File: src/rtl/svc_rv_status_pkg.sv
// Purpose: shared types and the LED-pattern helper for the RISC-V run/completion indicator.
// Latency: n/a (types and a pure function only).
// Backpressure: n/a.
//
// Contents:
//   state_t - per-channel run state, 2 bits: IDLE=0, RUN=1, DONE=2, TRAP=3
//   led_of  - maps (state, slow, fast) to the LED drive bit
package svc_rv_status_pkg;

    typedef enum logic [1:0] {
        IDLE = 2'd0,
        RUN  = 2'd1,
        DONE = 2'd2,
        TRAP = 2'd3
    } state_t;

    // Heartbeat while running, solid when done, fast blink on trap.
    function automatic logic led_of(input state_t st, input logic slow, input logic fast);
        logic v;
        v = 1'b0;
        case (st)
            IDLE:    v = 1'b0;
            RUN:     v = slow;
            DONE:    v = 1'b1;
            TRAP:    v = fast;
            default: v = 1'b0;
        endcase
        return v;
    endfunction

endpackage

File: src/rtl/svc_rv_status_ch.sv
// Purpose: one channel's run/done/trap FSM plus its registered LED drive.
// Latency: state updates on the sampling edge; LED follows the state register one cycle later.
// Backpressure: none; all inputs are level-sampled every cycle.
//
// Ports:
//   clk, rst          - clock, synchronous active-high reset
//   i_en              - start: IDLE -> RUN
//   i_clr             - return to IDLE, beats every other input
//   i_done, i_trap    - completion / trap events, honoured only in RUN (trap wins)
//   i_slow, i_fast    - shared blink phases
//   o_state, o_led    - current state register and LED register
module svc_rv_status_ch
    import svc_rv_status_pkg::*;
(
    input  logic   clk,
    input  logic   rst,
    input  logic   i_en,
    input  logic   i_clr,
    input  logic   i_done,
    input  logic   i_trap,
    input  logic   i_slow,
    input  logic   i_fast,
    output state_t o_state,
    output logic   o_led
);

    state_t r_state;
    state_t w_state_nxt;
    logic   r_led;

    always_ff @(posedge clk) begin
        if (rst) begin
            r_state <= IDLE;
            r_led   <= 1'b0;
        end else begin
            r_state <= w_state_nxt;
            // Driven from the current state, so the LED lags the state by one cycle.
            r_led   <= led_of(r_state, i_slow, i_fast);
        end
    end

    always_comb begin
        w_state_nxt = r_state;
        if (i_clr) begin
            w_state_nxt = IDLE;
        end else begin
            case (r_state)
                IDLE: if (i_en) w_state_nxt = RUN;
                RUN: begin
                    if (i_trap)      w_state_nxt = TRAP;
                    else if (i_done) w_state_nxt = DONE;
                end
                // DONE and TRAP are sticky until clear or reset.
                default: w_state_nxt = r_state;
            endcase
        end
    end

    assign o_state = r_state;
    assign o_led   = r_led;

endmodule

File: src/rtl/svc_rv_status_led.sv
// Purpose: per-hart run/completion LED indicator with aggregate all_done / any_trap flags.
// Latency: flags combinational from channel state; LEDs registered, one cycle behind state.
// Backpressure: none; inputs are level-sampled clk-domain pulses, no synchronisers.
//
// Ports:
//   clk, rst          - clock, synchronous active-high reset
//   en                - start every IDLE channel
//   clr               - all channels to IDLE, cycles to 0 (blink counter keeps running)
//   done_i, trap_i    - per-channel completion / trap pulses
//   led               - per-channel LED drive (registered)
//   all_done          - every channel in DONE
//   any_trap          - some channel in TRAP
//   cycles            - saturating count of edges with at least one channel in RUN
//
// Optional feature macro: SVC_RV_STATUS_CYCLES_EN builds the run-cycle counter;
// when undefined, cycles is tied to 0 but the port remains.
module svc_rv_status_led
    import svc_rv_status_pkg::*;
#(
    parameter int NUM_CH     = 1,
    parameter int BLINK_DIV  = 24,
    parameter int FAST_SHIFT = 3,
    parameter int CYC_W      = 32
) (
    input  logic              clk,
    input  logic              rst,
    input  logic              en,
    input  logic              clr,
    input  logic [NUM_CH-1:0] done_i,
    input  logic [NUM_CH-1:0] trap_i,
    output logic [NUM_CH-1:0] led,
    output logic              all_done,
    output logic              any_trap,
    output logic [CYC_W-1:0]  cycles
);

    // Free-running blink counter, shared by all channels; clr does not touch it.
    logic [BLINK_DIV-1:0] r_cnt;
    logic                 w_slow;
    logic                 w_fast;

    always_ff @(posedge clk) begin
        if (rst) r_cnt <= '0;
        else     r_cnt <= r_cnt + 1'b1;
    end

    assign w_slow = r_cnt[BLINK_DIV-1];
    assign w_fast = r_cnt[BLINK_DIV-1-FAST_SHIFT];

    logic [NUM_CH-1:0] w_is_run;
    logic [NUM_CH-1:0] w_is_done;
    logic [NUM_CH-1:0] w_is_trap;

    for (genvar g = 0; g < NUM_CH; g++) begin : g_ch
        state_t w_state;

        svc_rv_status_ch u_ch (
            .clk     (clk),
            .rst     (rst),
            .i_en    (en),
            .i_clr   (clr),
            .i_done  (done_i[g]),
            .i_trap  (trap_i[g]),
            .i_slow  (w_slow),
            .i_fast  (w_fast),
            .o_state (w_state),
            .o_led   (led[g])
        );

        assign w_is_run[g]  = (w_state == RUN);
        assign w_is_done[g] = (w_state == DONE);
        assign w_is_trap[g] = (w_state == TRAP);
    end

    assign all_done = &w_is_done;
    assign any_trap = |w_is_trap;

`ifdef SVC_RV_STATUS_CYCLES_EN
    logic [CYC_W-1:0] r_cycles;

    // Counts edges seen while a channel is RUN; saturates rather than wrapping
    // so a long run never reads back as a short one.
    always_ff @(posedge clk) begin
        if (rst || clr) begin
            r_cycles <= '0;
        end else if ((|w_is_run) && (r_cycles != {CYC_W{1'b1}})) begin
            r_cycles <= r_cycles + 1'b1;
        end
    end

    assign cycles = r_cycles;
`else
    logic w_unused_run;
    assign w_unused_run = |w_is_run;
    assign cycles       = '0;
`endif

endmodule

File: config.mk
export PLATFORM = sky130hd
export DESIGN_NAME = svc_rv_status_led
export DESIGN_NICKNAME = d
export VERILOG_FILES = /design/src/rtl/svc_rv_status_pkg.sv /design/src/rtl/svc_rv_status_ch.sv /design/src/rtl/svc_rv_status_led.sv
export SDC_FILE = /design/constraint.sdc
export NUM_CORES = 1
export LEC_CHECK = 0
export BUFFER_PORTS_ARGS = -buffer_cell sky130_fd_sc_hd__clkbuf_2
export CAP_MARGIN = 20
export CORE_MARGIN = 4
export CORE_UTILIZATION = 46
export DETAILED_ROUTE_END_ITERATION = 8
export HOLD_SLACK_MARGIN = 0.02
export PLACE_DENSITY = 0.76
export REMOVE_ABC_BUFFERS = 1
export SLEW_MARGIN = 5
export SYNTH_ARGS = -nofsm -noshare
export SYNTH_HDL_FRONTEND = slang
export SYNTH_HIERARCHICAL = 1
export SYNTH_SLANG_ARGS = --single-unit
File: constraint.sdc
create_clock -name clk -period 1.8 [get_ports clk]
set_clock_uncertainty 0.05 [all_clocks]
set_input_delay 0.18 -clock clk [delete_from_list [all_inputs] [get_ports clk]]
set_output_delay 0.18 -clock clk [all_outputs]
set_load 0.01 [all_outputs]
Word level (Yosys, flattened, before mapping) --
Index checks and enable logic that the tools add are counted.
Cells by class: add/sub/neg operators 1, equal/unequal tests 5, multiplexer cells 5, reductions and logical operators 4
Operators with widths (number):
- $add A24 B1 Y24 const B | 1
- $mux W2 | 3
- $eq A2 B2 Y1 const B | 2
- $pmux W1 S4 | 1
- $pmux W2 S2 | 1
- $ne A3 B3 Y1 const B | 1
- $reduce_and A3 Y1 | 1
- $eq A2 B1 Y1 const B | 1
- $logic_not A2 Y1 | 1
- $ne A2 B2 Y1 const B | 1
- $reduce_bool A2 Y1 | 1
- $reduce_or A2 Y1 | 1
Storage, ports and cells: register bits after elaboration 27, input port bits 6, output and inout port bits 35, word-level logic and storage cells 18

Logic depth before layout (Yosys ltp) --
Gate-level depths: netlist (run 1).
depth after elaboration 3, gate-level depth with buffers 6, depth with buffers taken out 5

By module --
Netlist (run 1), hierarchy kept.
By module, submodules not included:
- svc_rv_status_led | times used 1, cells each 155, area an instance 1303.8 um^2, seq. area each 480.5 um^2
- svc_rv_status_ch | times used 1, cells each 13, area an instance 131.4 um^2, seq. area each 60.1 um^2

Worst setup path before layout (run 1) --
OpenSTA, ideal clock, no wires.
path kind register to register, start reg r_cnt[0], end reg r_cnt[18], setup time 71 ps, arrival time 1780 ps, data required time 1679 ps, path slack -101 ps, cell stages (with the launch flop) 7, path buffers 1, clock period less this slack 1901 ps, cell sequence dfxtp_1 ha_1 nand3_2 or4_1 clkbuf_1 or3_1 a21oi_1
On the way: word-level cells in the longest chain between the ends 1
Ends and longest elaborated chain:
- start: declaration | line svc_rv_status_led.sv:38 | logic [BLINK_DIV-1:0] r_cnt;
- start signal: assignment | line svc_rv_status_led.sv:44 | else r_cnt <= r_cnt + 1'b1;
- $add A24 B1 Y24 | line svc_rv_status_led.sv:44
No other way between the ends. A chain may end at the register's enable or synchronous reset.

Worst setup path after layout (run 1) --
start reg r_cnt[0], end reg r_cnt[16]
Same word-level chain as after synthesis.

==> metrics.txt, run 1 <==
largest net degree at the start of global routing=18; PD cells=590 nW/um^2; DR iter-0 viols=34; initial core utilization=47.4%; Synth area leader=dfxtp_1; Max clock buf depth=2; Slew Viols, Final=0; Yosys reg bits=27; first-pass GRT wire length=4.08 mm; clock share of power=26.8%; sequential power share=65.0%; Fin. Hold Viols=0; I/O pin count=41; syn avg cell area=8.54 sq um; Cell Chain, Critical Path=ha_2, nand3_2, or4_4, or3_4, a21oi_2; port bufs=8; Synth Instances=168; Synth Area in Compound Gates=9.59%; Detail Placement HPWL=1.75 mm; Post-DRT Antenna Nets=0; Cell Area, Synth=1440 sq um; Crit path max-delay family=simple AND/OR/NAND/NOR gates; GPL Wtd Cong=0.763; Final setup viols=0; height of the die=63.9 microns; CP Buf/Inv Count=0; unrepaired setup endpoints after global routing=true; Std-Cell Core Area=3030 sq um; minimum clock period=1750 ps; drc violations=0; critical path endpoint category=flip-flop; Post-Place Cells=230; critical path class=flip-flop to flip-flop; CP Launch Type=flip-flop; Clock transition at path regs=130 ps; initial antenna violation count=0; Die ar.=4080 sq um; CTS tree=done; Leakage=0.000605 uW; worst skew pair latency=320 ps; max incr delay on CP=560 ps; Root Driver=clkbuf_4; outcome=completed; ant diodes=0; Hold WC Path Type=input pin to flip-flop; most common cell in the synthesized netlist=buf_4; All-Layer GR Usage=12.3%; number of maximum-capacitance violations=0; sequential-to-total area share from yosys stat=37.7%; Cell Int Power=716 uW; Fillers=278; worst-path maximum fanout=8; EDFF count, synth=0; mux cell area share after synthesis=0%; vias in the first global route=1009; Synth top cells by count=buf_4, dfxtp_1, nor2_1; Area Growth Syn to Fin=11.6%; adder-cell share of the synthesized area=0.872%; final non-filler cell total=237; drt pass-1 iters=4; Multi-input gate area=754 sq um; final wirelength=2.36 mm; simple-gate share of the synthesized area=23.5%; CP Data Arrival Time=1970 ps; share of Yosys cell area claimed by the top area cell type=37.7%; reg-to-reg slack, setup=50 ps; top area cells in the synthesized netlist=dfxtp_1, buf_4, xnor2_1; main combinational cell family by area after synthesis=simple AND/OR/NAND/NOR gates; Setup WS pre-CTS=-31.7 ps; fin worst setup slack=45.4 ps; slowest CP cell=or4_4; Avg WL per Cell=9.94 microns; CTS Buf Count=3; Die W=63.9 microns; Site Rows=20; VDD IR max=0.000456 V; total gr overflow=0; share of layout cells above drive strength 1=26.9%; synth warn=6; ys flop type=dfxtp_1; Fmax achieved=570 MHz; async set or reset register ratio after synthesis=0%; clock sinks=27; Final #Nets=201; switch share=24.2%; vias post-DR=1068; Net Switching=229 uW; Worst Path Required=2020 ps; CTS H-Tree Depth=1; Tcrit/Tclk final=97.5%; Reg area=551 sq um; logic gate share of total power=8.2%; post-synthesis xor/xnor area fraction=7.93%; post-synthesis cell type count=33; vias per inst=4.51
[power groups by stage]
stage	sequential [uW]	clock (uW)	combinational, uW
floorplan	628	0	43.4
global placement	626	0	73.4
detailed placement	627	0	73.7
CTS	614	267	75.6
global route	616	294	87.2
finish	614	253	77.6
[routing by layer]
metal	wire (microns)	global-route usage (%)	vias up
met5	0	0	-
met4	29	4.04	0
met3	166	3.69	5
met2	1120	21.7	27
met1	1040	14.0	478
li1	-	-	558
[per-stage QoR]
step	TNS (ps)	instance area [sq um]	total power (uW)	hold WS, ps	utilization [%]
2_1_floorplan	-306	1290	671	197	-
3_3_place_gp	0	1510	699	329	49.8
3_5_place_dp	-108	1510	700	329	49.8
4_1_cts	0	1550	957	43.2	51.3
5_1_grt	-212	1600	997	55.4	52.9
6_report	0	1600	945	48.3	52.9
[final timing paths]
path              from                 endpoint  cells after the start
max reg2reg   r_cnt[0]                r_cnt[16]                      5
max           r_cnt[0]                r_cnt[16]                      5
min                 en  g_ch[0].u_ch/o_state[0]                      3
min reg2reg  r_cnt[18]                r_cnt[18]                      2
[area by class of cell]
type | count | share of cell area, %
flip-flops and latches | 27 | 34.4
well taps | 44 | 3.44
inverters | 8 | 1.87
multi-input cells | 127 | 47.1
repair buffers | 27 | 11.6
clock buffers | 4 | 1.64
[cells in the final DEF, fill, tap and decap left out, drive strengths merged, types with 2 or more instances in the layout]
cell type,count
nand2,4
clkbuf,12
buf,18
a21oi,10
or4,3
nand2b,2
nor2b,2
dfxtp,27
nand4,4
or3,7
nor3,3
xor2,2
conb,32
o21ai,8
nor2,16
xnor2,11
nor4,5
nand3,8
inv,8
[logic make-up after synthesis]
family	after synthesis
AO/OA/AOI/OAI	23
XOR/XNOR	13
adder cells (fa/ha/maj)	1
buffers and inverters	45
flip-flops	27
other	1
AND/OR/NAND/NOR	58
[flip-flops by register name, summed over array words and instances (netlist names)]
signal and flops:
g_ch.u_ch/o_led 1, g_ch.u_ch/o_state 2, r_cnt 24
[worst min-delay path, delay by kind of cell]
kind | cells | cell delay [ps]
compound gates | 1 | 60
buf+inv | 1 | 80
simple gates | 1 | 70
[what timing repair did]
action | 4_1_cts | 5_1_grt
hold buffers | 1 | 0
pin swaps | 1 | 5
setup endpoints to repair | 5 | 8
resized for setup | 5 | 11
endpoints found under the hold margin | 2 | 0
setup buffers | 0 | 2
(Power assumes the default switching activity.)
==> run 2, diff against run 1 <==
--- a/config.mk
+++ b/config.mk
@@ -5,10 +5,11 @@
 export SDC_FILE = /design/constraint.sdc
 export NUM_CORES = 1
 export LEC_CHECK = 0
+export ABC_AREA = 1
 export BUFFER_PORTS_ARGS = -buffer_cell sky130_fd_sc_hd__clkbuf_2
 export CAP_MARGIN = 20
 export CORE_MARGIN = 4
-export CORE_UTILIZATION = 46
+export CORE_UTILIZATION = 47
 export DETAILED_ROUTE_END_ITERATION = 8
 export HOLD_SLACK_MARGIN = 0.02
 export PLACE_DENSITY = 0.76
==> metrics.txt, run 2 <==
Fillers=361 (was 278); Clock transition at path regs=150 ps (was 130 ps); PD cells=602 nW/um^2 (was 590 nW/um^2); most common cell in the synthesized netlist=nand2_1 (was buf_4); FF-to-FF End=r_cnt[20] (was r_cnt[16]); final wirelength=2.61 mm (was 2.36 mm); clock sinks=27 (unchanged); CTS tree=done (unchanged); EDFF count, synth=0 (unchanged); vias per inst=4.32 (was 4.51); total gr overflow=0 (unchanged); Root Driver=clkbuf_4 (unchanged); share of layout cells above drive strength 1=10.5% (was 26.9%); reg-to-reg slack, setup=340 ps (was 50 ps); Reg2Reg Depth=8 (was 5); GPL Wtd Cong=0.841 (was 0.763); worst skew pair latency=320 ps (about the same); largest net degree at the start of global routing=18 (unchanged); Area Growth Syn to Fin=0.158% (was 11.6%); Yosys reg bits=27 (unchanged); Tcrit/Tclk final=81.3% (was 97.5%); crit path capture=r_cnt[20] (was r_cnt[16]); CP most frequent cell=nand2_1; Hold WC Path Type=input pin to flip-flop (unchanged); Slew @ Worst Pin=498 ps; Synth area leader=dfxtp_1 (unchanged); max incr delay on CP=390 ps (was 560 ps); most common cell after layout, fill and taps aside=nand2_1 (was conb_1); Fin. Hold Viols=0 (unchanged); drt pass-1 iters=4 (unchanged); vias in the first global route=1033 (was 1009); height of the die=66.1 microns (was 63.9 microns); Avg WL per Cell=8.98 microns (was 9.94 microns); critical path endpoint category=flip-flop (unchanged); Cell Area, Synth=1590 sq um (was 1440 sq um); final non-filler cell total=291 (was 237); Post-Place Cells=286 (was 230); CP Data Arrival Time=1650 ps (was 1970 ps); VDD IR max=0.000511 V (was 0.000456 V); Largest Register=r_cnt (unchanged); DR iter-0 viols=43 (was 34); CP Launch Type=flip-flop (unchanged); CTS Buf Count=3 (unchanged); port bufs=8 (unchanged); drc violations=0 (unchanged); Worst Path Required=1990 ps (was 2020 ps); Cell Chain, Critical Path=ha_1, nand2_1, nor2_2, nand2_2, nor2_4, nand3_1, nand2_1, nor2_1 (was ha_2, nand3_2, or4_4, or3_4, a21oi_2); share of Yosys cell area claimed by the top area cell type=34.0% (was 37.7%); hold_ws=32.8 ps (was 48.3 ps); post-layout util=50.4% (was 52.9%); Max clock buf depth=2 (unchanged); Slew Viols, Final=0 (unchanged); minimum clock period=1460 ps (was 1750 ps); Leakage=0.000656 uW (was 0.000605 uW); CTS resizes=0 (was 5); I/O pin count=41 (unchanged); overall power=957 uW (was 945 uW); outcome=completed (unchanged); Std-Cell Core Area=3150 sq um (was 3030 sq um); Final setup viols=0 (unchanged); sequential-to-total area share from yosys stat=34.0% (was 37.7%); CP Launch Point=r_cnt[0] (unchanged); Die W=66.1 microns (was 63.9 microns); critical path class=flip-flop to flip-flop (unchanged); ant diodes=0 (unchanged); syn avg cell area=6.70 sq um (was 8.54 sq um); Max transition margin=66.7%; commonest cells after routing, fill and taps aside=nand2_1, nor2_1, conb_1 (was conb_1, dfxtp_1, buf_4); vias post-DR=1258 (was 1068); initial antenna violation count=0 (unchanged); Post-DRT Antenna Nets=0 (unchanged); Synth Instances=237 (was 168); first-pass GRT wire length=4.52 mm (was 4.08 mm); number of maximum-capacitance violations=0 (unchanged); unrepaired setup endpoints after global routing=false (was true); CTS H-Tree Depth=1 (unchanged); async set or reset register ratio after synthesis=0% (unchanged); ys flop type=dfxtp_1 (unchanged); post-synthesis cell type count=25 (was 33); synth warn=6 (unchanged); All-Layer GR Usage=12.9% (was 12.3%); Die ar.=4370 sq um (was 4080 sq um); Reg area=541 sq um (was 551 sq um); Detail Placement HPWL=2.04 mm (was 1.75 mm); top area cells in the synthesized netlist=dfxtp_1, buf_4, nand2_1 (was dfxtp_1, buf_4, xnor2_1); worst-path maximum fanout=6 (was 8); Site Rows=20 (unchanged); setup TNS=0 ps (unchanged); max reg flops=24 (unchanged); Synth top cells by count=nand2_1, nor2_1, buf_4 (was buf_4, dfxtp_1, nor2_1); Final #Nets=255 (was 201); slowest CP cell=dfxtp_1 (was or4_4); reg-to-reg startpoint=r_cnt[0] (unchanged); initial core utilization=50.4% (was 47.4%); Multi-input gate area=825 sq um (was 754 sq um); Fmax achieved=684 MHz (was 570 MHz)
run 2: cell count changes after synthesis, moves of 4 or more:
cell | previous run | this run
nand2_1 | 4 | 53
nor2_1 | 16 | 44
inv_1 | 8 | 22
xnor2_1 | 11 | 0
nand3_1 | 7 | 13
or3_1 | 6 | 0
nor2_4 | 0 | 5
nor4_1 | 5 | 0
a21oi_1 | 10 | 14
clkbuf_1 | 5 | 1
nand2_2 | 0 | 4
o21ai_0 | 8 | 4
run 2: power by group:
part	internal (uW)	switching (uW)	leakage [uW]	total, uW
clock network	84.9	183	0.0000139	268
logic	18.9	58.5	0.000424	77.4
registers	605	6.42	0.000218	612
run 2: layer usage:
layer	routed length, microns	part of all wire (%)	track usage [%]
met5	0	0	0
met4	16	0.61	4.57
met3	154	5.9	2.04
met2	1120	43	19.6
met1	1320	51	18.2
run 2: stage by stage:
step,worst slack [ps],instance area [sq um]
floorplan,496,1460
global placement,413,1550
detailed placement,360,1550
CTS,329,1590
global route,172,1590
finish,337,1590
run 2: layout make-up:
cell class / instances / share of cell area, %
multi-input cells: 183 / 51.8
clock buffers: 3 / 1.42
clock inverters: 1 / 0.472
repair buffers: 9 / 3.15
inverters: 24 / 5.66
well taps: 44 / 3.46
flip-flops and latches: 27 / 34.0
run 2: critical path, delay by kind of cell (launching register included):
family | cells | cell delay, ps
fa+ha+maj | 1 | 190
simple gates | 7 | 740
flops | 1 | 390
run 2: worst min-delay path by stage:
stage,start,to,slack (ps),depth (start not counted)
after floorplan,rst,r_cnt[0],200,1
after global routing,clr,g_ch[0].u_ch/o_state[1],30,4
final,clr,g_ch[0].u_ch/o_state[1],30,4
after CTS,clr,g_ch[0].u_ch/o_state[1],20,4
after detailed placement,trap_i,g_ch[0].u_ch/o_state[0],370,3
after global placement,trap_i,g_ch[0].u_ch/o_state[0],360,3
run 2: kinds of logic after synthesis:
family                   Yosys count  synth area share [%]
other                              1                 0.236
buffers and inverters             58                  21.4
flip-flops                        27                  34.0
AND/OR/NAND/NOR                  127                  35.3
adder cells (fa/ha/maj)            1                 0.788
XOR/XNOR                           2                  1.10
AO/OA/AOI/OAI                     21                  7.17
run 2: repair_timing:
item / in CTS / in global routing
hold buffers: 1 / 0
setup buffers: 0 / 0
hold endpoints to repair: 1 / 0
